File: src/rtl/arb_pkg.sv
// Shared types and default sizing for the round-robin four-phase arbiter.
package arb_pkg;

    typedef enum logic [1:0] {
        IDLE = 2'd0,
        REQ  = 2'd1,
        ACK  = 2'd2,
        RTZ  = 2'd3
    } arb_state_t;

    localparam int N_REQ_DEFAULT       = 4;
    localparam int SYNC_STAGES_DEFAULT = 2;

endpackage

File: src/rtl/sync_ff.sv
// Multi-flop synchronizer for one asynchronous bit; clears to 0 on reset.
module sync_ff #(
    parameter int STAGES = 2
) (
    input  logic clk,
    input  logic rst,
    input  logic d,
    output logic q
);

    logic [STAGES-1:0] chain_p;

    always_ff @(posedge clk or posedge rst) begin
        if (rst) begin
            chain_p <= '0;
        end else begin
            chain_p <= {chain_p[STAGES-2:0], d};
        end
    end

    assign q = chain_p[STAGES-1];

endmodule

File: src/rtl/arbiter_rr_sync.sv
// Round-robin arbiter granting one of N_REQ asynchronous four-phase requesters
// access to a shared resource that also uses a four-phase handshake.
module arbiter_rr_sync
    import arb_pkg::*;
#(
    parameter int N_REQ       = N_REQ_DEFAULT,
    parameter int SYNC_STAGES = SYNC_STAGES_DEFAULT
) (
    input  logic                     clk,
    input  logic                     rst,
    input  logic [N_REQ-1:0]         req_in,
    output logic [N_REQ-1:0]         ack_in,
    output logic                     req_out,
    input  logic                     ack_out,
    output logic [$clog2(N_REQ)-1:0] sel,
    output logic                     busy
);

    localparam int SEL_W = $clog2(N_REQ);

    arb_state_t       state;
    logic [SEL_W-1:0] ptr;
    logic [N_REQ-1:0] req_s;
    logic             ack_s;
    logic [SEL_W-1:0] winner;
    logic [SEL_W-1:0] next_ptr;

    for (genvar i = 0; i < N_REQ; i++) begin : g_req_sync
        sync_ff #(.STAGES(SYNC_STAGES)) u_sync (
            .clk (clk),
            .rst (rst),
            .d   (req_in[i]),
            .q   (req_s[i])
        );
    end

    sync_ff #(.STAGES(SYNC_STAGES)) u_ack_sync (
        .clk (clk),
        .rst (rst),
        .d   (ack_out),
        .q   (ack_s)
    );

    // First high request at or above p, wrapping; only consulted when r != 0.
    function automatic logic [SEL_W-1:0] rr_pick(input logic [N_REQ-1:0] r,
                                                 input logic [SEL_W-1:0] p);
        logic             found;
        logic [SEL_W-1:0] w;
        int               idx;
        found = 1'b0;
        w     = p;
        for (int i = 0; i < N_REQ; i++) begin
            idx = (int'(p) + i) % N_REQ;
            if (!found && r[idx]) begin
                found = 1'b1;
                w     = SEL_W'(idx);
            end
        end
        return w;
    endfunction

    function automatic logic [N_REQ-1:0] onehot(input logic [SEL_W-1:0] g);
        logic [N_REQ-1:0] oh;
        for (int i = 0; i < N_REQ; i++) begin
            oh[i] = (int'(g) == i);
        end
        return oh;
    endfunction

    always_comb begin
        winner   = rr_pick(req_s, ptr);
        next_ptr = (sel == SEL_W'(N_REQ - 1)) ? '0 : sel + 1'b1;
    end

    always_ff @(posedge clk or posedge rst) begin
        if (rst) begin
            state   <= IDLE;
            req_out <= 1'b0;
            ack_in  <= '0;
            sel     <= '0;
            ptr     <= '0;
        end else begin
            case (state)
                IDLE: begin
                    if (|req_s) begin
                        sel     <= winner;
                        req_out <= 1'b1;
                        state   <= REQ;
                    end
                end
                REQ: begin
                    if (ack_s) begin
                        ack_in <= onehot(sel);
                        state  <= ACK;
                    end
                end
                ACK: begin
                    if (!req_s[sel]) begin
                        req_out <= 1'b0;
                        state   <= RTZ;
                    end
                end
                RTZ: begin
                    // Pointer advances only once the resource has fully returned to zero.
                    if (!ack_s) begin
                        ack_in <= '0;
                        ptr    <= next_ptr;
                        state  <= IDLE;
                    end
                end
                default: state <= IDLE;
            endcase
        end
    end

    assign busy = (state != IDLE);

endmodule
File: config.mk
export PLATFORM = sky130hd
export DESIGN_NAME = arbiter_rr_sync
export DESIGN_NICKNAME = d
export VERILOG_FILES = /design/src/rtl/arb_pkg.sv /design/src/rtl/sync_ff.sv /design/src/rtl/arbiter_rr_sync.sv
export SDC_FILE = /design/constraint.sdc
export NUM_CORES = 1
export LEC_CHECK = 0
export CAP_MARGIN = 20
export CORE_MARGIN = 1.5
export CORE_UTILIZATION = 35
export DETAILED_ROUTE_END_ITERATION = 10
export PLACE_DENSITY_LB_ADDON = 0.15
export SYNTH_ARGS = -nofsm -noshare
export SYNTH_HDL_FRONTEND = slang
export SYNTH_HIERARCHICAL = 1
export SYNTH_SLANG_ARGS = --single-unit
File: constraint.sdc
create_clock -name clk -period 3.8 [get_ports clk]
set_input_delay 0.76 -clock clk [delete_from_list [all_inputs] [get_ports clk]]
set_output_delay 0.76 -clock clk [all_outputs]
set_load 0.03 [all_outputs]
==> impl_metrics.toml <==
[worst_setup_path]
r2r_cells = 6
critPathMaxFanout = 4
slowest_stage = "clkdlybuf4s50_1"
crit_buf_inv = 3
worstPathCellList = "inv_1 > ha_1 > inv_1 > clkdlybuf4s50_1"
start_kind = "flop"
rrSetupSlack_ns = 1.80
cp-startpoint = "state[0]"
cpMostUsedCell = "inv_1"
required_ns = 3.04
crit_arrival_ns = 1.81
crit_family = "buffers and inverters"
r2r_end = "state[1]"
r2r-start = "state[1]"
cp-end-kind = "output pin"
max_stage_delay_ns = 0.66
crit_type = "flop to output pin"

[clock_network]
cts_hold_buffers = 0
cts-root-buf = "clkbuf_4"
clkSlewWorstSetupHoldPaths_ns = 0.12
cts.repair.resized = 0
cts_buffers = 3
cts_setup_buffers = 0
cts_tree = "done"
cts.sinks = 21
cts_buffer_depth = 2
cts_max_level = 1
clock_latency_ns = 0.31

[timing]
worst_pin_slew_ns = 0.433
fmax_ghz = 0.389
setup_viol = 0
drv_slew = 0
period_share = 0.677
hold_violations = 0
slew_headroom = 0.711
rsz0062_at_grt = "false"
setup-tns-final_ns = 0
period_needed_ns = 2.57
fin_skew_ns = 0.0109

[yosys]
synthArstFlopShare = 1.00
synthTopCellsByArea = "dfrtp_1 (50%), ha_1 (11%), inv_1 (4.7%), a21oi_1 (3.8%), o21ai_0 (3.3%)"
avgSynthCellArea_um2 = 10.6
synth_flop_cell = "dfrtp_1"
syn_area_um2 = 1050
ys_types = 27
netlist_top_cells_count = "dfrtp_1 (21), inv_1 (13), ha_1 (9)"
yosysSeqAreaShare = 0.502
yosysMostFrequentCell = "dfrtp_1"
syn_inst = 99
yosysTopAreaCell = "dfrtp_1"
synth_nets = 115
synth_top_area_frac = 0.502
yosys_register_bits = 21
synth-edff-count = 0
ys_warn_count = 6

[cells_and_area]
ff_latch_area_um2 = 526
multi_input_area_um2 = 458
drive_gt1_frac = 0.0789
n_fill_cell = 272
n_antenna_cell = 0
area_growth_syn_to_layout_pct = 18.3
design_area_um2 = 1240
layout.nets = 131

[power]
p_int_w = 0.000525
leakage_nw = 0.547
seqPwrFrac = 0.392
p_per_area_nw_per_um2 = 731
swShare = 0.420
p_sw_w = 0.000380
ir_drop_v = 0.000255
clock_power_share = 0.117
pwr-share-comb = 0.491

[die]
initial_utilization = 0.373
die_w_um = 57.7
io_pins = 15
die-height_um = 57.7
coreArea_um2 = 2810
rows = 19
dieArea_um2 = 3330

[global_route]
grt_max_degree = 13
grt-ovfl-total = 0
grt_first_pass_wirelength_mm = 3.22
grt_usage = 0.127
grt_pass1_vias = 754
antenna_found_initial = 0

[routing]
ant_nets = 0
dr.pass1.iters = 7
drt-initial-drc-count = 27
wl_per_cell_um = 12.1
num_vias = 747
vias_per_cell = 5.15
drcViolationCount = 8
wirelength_mm = 1.75

[worst_hold_path]
hp-class = "flop to flop"
holdPathEnd = "u_ack_sync/chain_p[1]"
hp-start = "u_ack_sync/chain_p[0]"
whs_path_depth = 0

[status]
failed_checks = "design-rule violations"
outcome = "finished, violations left"

[placed_design]
dp_hpwl_mm = 1.36
dpl_cell_area_um2 = 1210
place_congestion = 0.716
io_buffers = 14

[flow_run]
maxCapViolCount = 0
[through the flow]
stage / setup WS, ns / total power [W] / utilization / hold WS [ns] / cells
6_report: 1.23 / 0.000905 / 0.442 / 0.360 / 145
5_1_grt: 1.11 / 0.000992 / 0.442 / 0.370 / 145
4_1_cts: 1.20 / 0.000923 / 0.442 / 0.364 / 145
3_5_place_dp: 1.57 / 0.000812 / 0.432 / 0.337 / 141
3_3_place_gp: 1.61 / 0.000795 / 0.432 / 0.334 / 141
2_1_floorplan: 1.98 / 0.000667 / - / 0.331 / 99
[power groups by stage]
stage	sequential (W)	clock, W	combinational [W]
3_3_place_gp	0.000356	0	0.000439
5_1_grt	0.000370	0.000125	0.000497
6_report	0.000355	0.000106	0.000444
2_1_floorplan	0.000408	0	0.000260
3_5_place_dp	0.000362	0	0.000450
4_1_cts	0.000357	0.000116	0.000450
[worst reg2reg max path, cell delays in order, from the launching register on]
cell      delay (ns)
dfrtp_1         0.40
inv_1           0.10
ha_1            0.30
nor2b_1         0.18
a221o_1         0.30
a311oi_2        0.27
mux2_1          0.36
[kinds of logic (layout without fill, tap and decap cells)]
group / Yosys count / after routing / share of synthesized area
flip-flops: 21 / 21 / 0.502
AND/OR/NAND/NOR: 21 / 21 / 0.111
adder cells (fa/ha/maj): 9 / 9 / 0.108
buffers and inverters: 16 / 31 / 0.0609
AO/OA/AOI/OAI: 28 / 28 / 0.177
multiplexers: 4 / 4 / 0.0418
[cell usage in the layout, fill, tap and decap left out, drive strengths merged]
master	count
a221o	2
a211oi	4
nor2	2
mux2	3
nor4	1
a32oi	1
or2	1
a21oi	8
nor2b	4
o21ai	9
inv	13
ha	9
o32a	1
nor3	4
nand2b	2
a311oi	1
nor3b	1
mux2i	1
dfrtp	21
clkbuf	3
o31ai	1
clkinv	1
clkdlybuf4s50	14
o221ai	1
nand2	6
[area by class of cell]
class | instances | area share
Multi-Input combinational cell | 62 | 0.370
Tap cell | 31 | 0.0313
Clock inverter | 1 | 0.00404
Sequential cell | 21 | 0.424
Inverter | 13 | 0.0394
Timing Repair Buffer | 14 | 0.113
Clock buffer | 3 | 0.0182
[registers in the layout (all words and copies together), names as in the netlist]
name	cells
g_req_sync.u_sync/chain_p	8
ack_in	4
ptr	2
sel	2
state	2
u_ack_sync/chain_p	2
req_out	1
[layer usage]
| metal | share of wire | global-route usage |
|---|---|---|
| met1 | 0.44 | 0.137 |
| met2 | 0.50 | 0.226 |
| met3 | 0.046 | 0.0469 |
| met4 | 0.015 | 0.0498 |
| met5 | 0 | 0 |
[worst max-delay path by stage]
stage / cells after the start / slack (ns) / endpoint
floorplan: 7 / 1.98 / state[1]
global placement: 4 / 1.61 / busy
detailed placement: 4 / 1.57 / busy
CTS: 4 / 1.20 / busy
global route: 4 / 1.11 / busy
finish: 4 / 1.23 / busy
No activity file was read; power rests on OpenSTA's default activity.
==> edit 1 (same flow settings) <==
`N_REQ_DEFAULT`: 4 -> 16.
--- a/src/rtl/arb_pkg.sv
+++ b/src/rtl/arb_pkg.sv
@@ -10,3 +10,3 @@
 
-    localparam int N_REQ_DEFAULT       = 4;
+    localparam int N_REQ_DEFAULT       = 16;
     localparam int SYNC_STAGES_DEFAULT = 2;
Ports: changed (resized ack_in, req_in and sel); port bits go from 15 to 41. The function was not compared with the original's and may differ.
==> edit 1 against the original RTL <==
Design area rose to 4.6 times the old value. Critical path type is now flip-flop to flip-flop. Routed wire length rose to 7.6 times the old value. Maximum frequency down 29%. Sequential cell count up 40. Setup slack worse by 1.1 ns. Worst hold slack worse by 0.022 ns. Non-clock buffer count up 61. Register-to-register slack worse by 1.6 ns. Area after synthesis rose to 4.3 times the old value. Synthesized cell count rose to 4.8 times the old value.
Power is left out: the tool's default activity adds up to more than one toggle a clock period on the data nets, which glitch-free logic cannot reach.
==> edit 1: results (changes against the original RTL) <==
* Syn nets at 505 (was 115)
* Final Skew at 0.00839 ns (was 0.0109 ns)
* Worst slew pin tran at 1.03 ns (was 0.433 ns)
* Distinct cells, synth at 63 (was 27)
* Crit path max fanout at 14 (was 4)
* Cell total after placement at 694 (was 141)
* Largest net degree at the start of global routing at 31 (was 13)
* CTS Buf Count at 9 (was 3)
* GP Congestion at 0.913 (was 0.716)
* Post-DP HPWL at 9970 µm (was 1360 µm)
* Critical Path End Type: flip-flop (was output pin)
* Crit path max-delay family: simple AND/OR/NAND/NOR gates (was buffers and inverters)
* Clk_lat worst skew at 0.34 ns (was 0.31 ns)
* Met1 Usage GRT at 0.294 (was 0.137)
* Vias per cell at 5.54 (was 5.15)
* Crit path DAT at 3.90 ns (was 1.81 ns)
* Area contributors post-synth: dfrtp_1, mux4_2, nand2_1, mux4_1, ha_1 (was dfrtp_1, ha_1, inv_1, a21oi_1, o21ai_0)
* GRT Total Usage at 0.207 (was 0.127)
* Clk slew on worst S/H paths at 0.06 ns (was 0.12 ns)
* Placed instance area at 5310 µm² (was 1210 µm²)
* Sequential-to-total area share from yosys stat at 0.338 (was 0.502)
* Status: complete, no violations (was finished with violations)
* Hold endpoint: g_req_sync[12].u_sync/chain_p[1] (was u_ack_sync/chain_p[1])
* Critical path origin: ptr[0] (was state[0])
* Root buffer cell: clkbuf_16 (was clkbuf_4)
* Regs by FF count: g_req_sync.u_sync/chain_p x32, ack_in x16 (was g_req_sync.u_sync/chain_p x8, ack_in x4)
* First-pass GRT wire length at 21000 µm (was 3220 µm)
* Crit-path slowest cell: mux4_1 (was clkdlybuf4s50_1)
* Vias at 3946 (was 747)
* WL/cell at 18.6 µm (was 12.1 µm)
[edit 1: cell types whose count changed after synthesis, sizes merged, moves of 13 or more]
| cell | unedited run | this run |
|---|---|---|
| mux4 | 0 | 31 |
| dfrtp | 21 | 61 |
| nand2 | 6 | 71 |
| a21oi | 8 | 25 |
| mux2i | 1 | 14 |
| o21ai | 9 | 38 |
| nor2 | 2 | 29 |
| nand3 | 0 | 13 |
| inv | 13 | 35 |
[edit 1: cells by family after synthesis]
family,after synthesis,share of synthesized area
adders and majority gates,15,0.0416
buffers and inverters,58,0.0513
muxes,55,0.219
xor gates and xnor gates,14,0.0272
and+or+nand+nor,152,0.159
DFF,61,0.338
AOI/OAI and AO/OA,116,0.164
[edit 1: cell type report]
| cell class | count | area [µm²] |
|---|---|---|
| fillers | 1241 | 6950 |
| repair buffers | 75 | 697 |
| inverters | 36 | 136 |
| clock buffers | 10 | 239 |
| well taps | 172 | 215 |
| flip-flops and latches | 61 | 1530 |
| clock inverters | 6 | 70.1 |
| multi-input cells | 352 | 2790 |
==> edit 2 (same flow settings) <==
Made on the original files. Re-encode `arb_state_t` (4 states) as one-hot, 4 bits wide.
--- a/src/rtl/arb_pkg.sv
+++ b/src/rtl/arb_pkg.sv
@@ -3,7 +3,7 @@
 
-    typedef enum logic [1:0] {
-        IDLE = 2'd0,
-        REQ  = 2'd1,
-        ACK  = 2'd2,
-        RTZ  = 2'd3
+    typedef enum logic [3:0] {
+        IDLE = 4'b0001,
+        REQ  = 4'b0010,
+        ACK  = 4'b0100,
+        RTZ  = 4'b1000
     } arb_state_t;
Behaviour: same outputs for any inputs over 10 cycles, from zero or initial values and one cycle with rst high; not proved beyond that.
==> edit 2 against the original RTL <==
Area after synthesis up 5.5%. Sequential cell count grew 2. Design area increased by 4.5%. Non-clock buffer count is the same. Setup slack got worse by 0.29 ns. Clock skew shrank 0.0082 ns. Total power shrank 2.8%. Via count is 3.2% higher. Routed wire length grew 6.8%.
==> edit 2: results (changes against the original RTL) <==
* Status: complete, no violations (was finished with violations)
* GRT Total Usage at 0.131 (was 0.127)
* RR Endpoint: ptr[1] (was state[1])
* H-tree Lvls at 1 (unchanged)
* Reg2Reg Launch Point: state[3] (was state[1])
* Cells on worst reg2reg path at 3 (was 6)
* First-pass DRT Iterations at 2 (was 7)
* GP Congestion at 0.680 (was 0.716)
* Post-Route M1 WL at 884 µm (was 772 µm)
* Diodes inserted at 0 (unchanged)
* 1st-iter DRT viols at 9 (was 27)
* Critical path origin: state[0] (unchanged)
* Postcts setup bufs at 0 (unchanged)
* DRT Wirelength at 1870 µm (was 1750 µm)
* IR drop worst, VDD at 0.267 mV (was 0.255 mV)
* Leak at 0.580 nW (was 0.547 nW)
* Area contributors post-synth: dfrtp_1, inv_1, ha_1, mux2i_1, nor2_1 (was dfrtp_1, ha_1, inv_1, a21oi_1, o21ai_0)
* Hold Startpoint: g_req_sync[2].u_sync/chain_p[0] (was u_ack_sync/chain_p[0])
* Final Skew at 0.00268 ns (was 0.0109 ns)
* Hold endpoint: g_req_sync[2].u_sync/chain_p[1] (was u_ack_sync/chain_p[1])
* Post-DP HPWL at 1390 µm (was 1360 µm)
* List of most frequent post-synthesis cells: dfrtp_1, inv_1, nor2_1 (was dfrtp_1, inv_1, ha_1)
* Post-CTS sizing at 0 (unchanged)
* CTS Buf Count at 3 (unchanged)
* Final count of pins violating max slew at 0 (unchanged)
* Regs by FF count: g_req_sync.u_sync/chain_p x8, ack_in x4, state x4 (was g_req_sync.u_sync/chain_p x8, ack_in x4)
* First-pass GRT wire length at 3360 µm (was 3220 µm)
* Fmax at 350 MHz (was 389 MHz)
* Initial antenna violation count at 0 (unchanged)
* Distinct cells, synth at 32 (was 27)
* Crit-path slowest cell: dfstp_2 (was clkdlybuf4s50_1)
* Met2 wire len at 899 µm (was 872 µm)
* YS warnings at 6 (unchanged)
* Worst slew pin tran at 0.716 ns (was 0.433 ns)
* Place WS at 1.30 ns (was 1.57 ns)
* Sequential-to-total area share from yosys stat at 0.522 (was 0.502)
* Most common flop cell mapped by yosys: dfrtp_1 (unchanged)
* Crit path DAT at 2.10 ns (was 1.81 ns)
* # fillers at 301 (was 272)
* Crit path max fanout at 10 (was 4)
* CP max stage delay at 0.65 ns
* Largest net degree at the start of global routing at 14 (was 13)
* I/O Buffers at 14 (unchanged)
* Layout Nets at 130 (was 131)
* Layout cells sized above 1 at 0.110 (was 0.0789)
* Vias at 771 (was 747)
* Clk_lat worst skew at 0.31 ns (about the same)
* Hold Crit Depth at 0 (unchanged)
* Vias in the first global route at 752 (was 754)
* Crit path max-delay family: flip-flops (was buffers and inverters)
* Longest Clk Path Bufs at 2 (unchanged)
* Worst reg2reg setup slack at 2.15 ns (was 1.80 ns)
* Met3 WL post-DR at 58 µm (was 80 µm)
## edit 2: cell types whose count changed after synthesis, moves of 4 or more
cell | unedited run | this run
ha_1 | 9 | 4
a21oi_1 | 8 | 3
o21ai_0 | 7 | 3
a211oi_1 | 4 | 0
nor2_1 | 2 | 8
## edit 2: worst register-to-register path, delay by kind of cell, from the launching register on
kind | cells | cell delay (ns)
simple gates | 2 | 0.68
flops | 1 | 0.55
mux | 1 | 0.32
## edit 2: final cells by class
| type | count | share of cell area |
|---|---|---|
| clock buffers | 3 | 0.0174 |
| flip-flops and latches | 23 | 0.445 |
| inverters | 16 | 0.0464 |
| well taps | 44 | 0.0425 |
| multi-input cells | 61 | 0.336 |
| clock inverters | 1 | 0.00386 |
| repair buffers | 14 | 0.108 |
## edit 2: logic make-up (layout without fill, tap and decap cells)
kind of cell	count (synthesis)	after routing	share of synthesized area
simple gates	35	35	0.186
flops	23	23	0.522
buf+inv	20	34	0.0838
compound gates	14	14	0.0883
mux	7	7	0.0668
fa+ha+maj	4	4	0.0453
xor+xnor	1	1	0.00793
## edit 2: through the flow
stage	hold WS, ns	area (µm²)	instances	utilization
2_1_floorplan	0.331	1100	104	-
3_3_place_gp	0.333	1270	158	0.419
3_5_place_dp	0.337	1270	158	0.419
4_1_cts	0.367	1290	162	0.428
5_1_grt	0.373	1290	162	0.428
6_report	0.364	1290	162	0.428
## edit 2: where the power goes
group,leakage [nW],internal [mW],switching (mW)
Clock,0.0177,0.0393,0.0750
Sequential,0.280,0.307,0.0824
Combinational,0.282,0.171,0.205
Total,0.580,0.518,0.362
## edit 2: per-layer routing
metal  up-vias  track usage
met5         -            0
met4         0       0.0682
met3         2       0.0262
met2        13        0.207
met1       379        0.168
li1        377            -
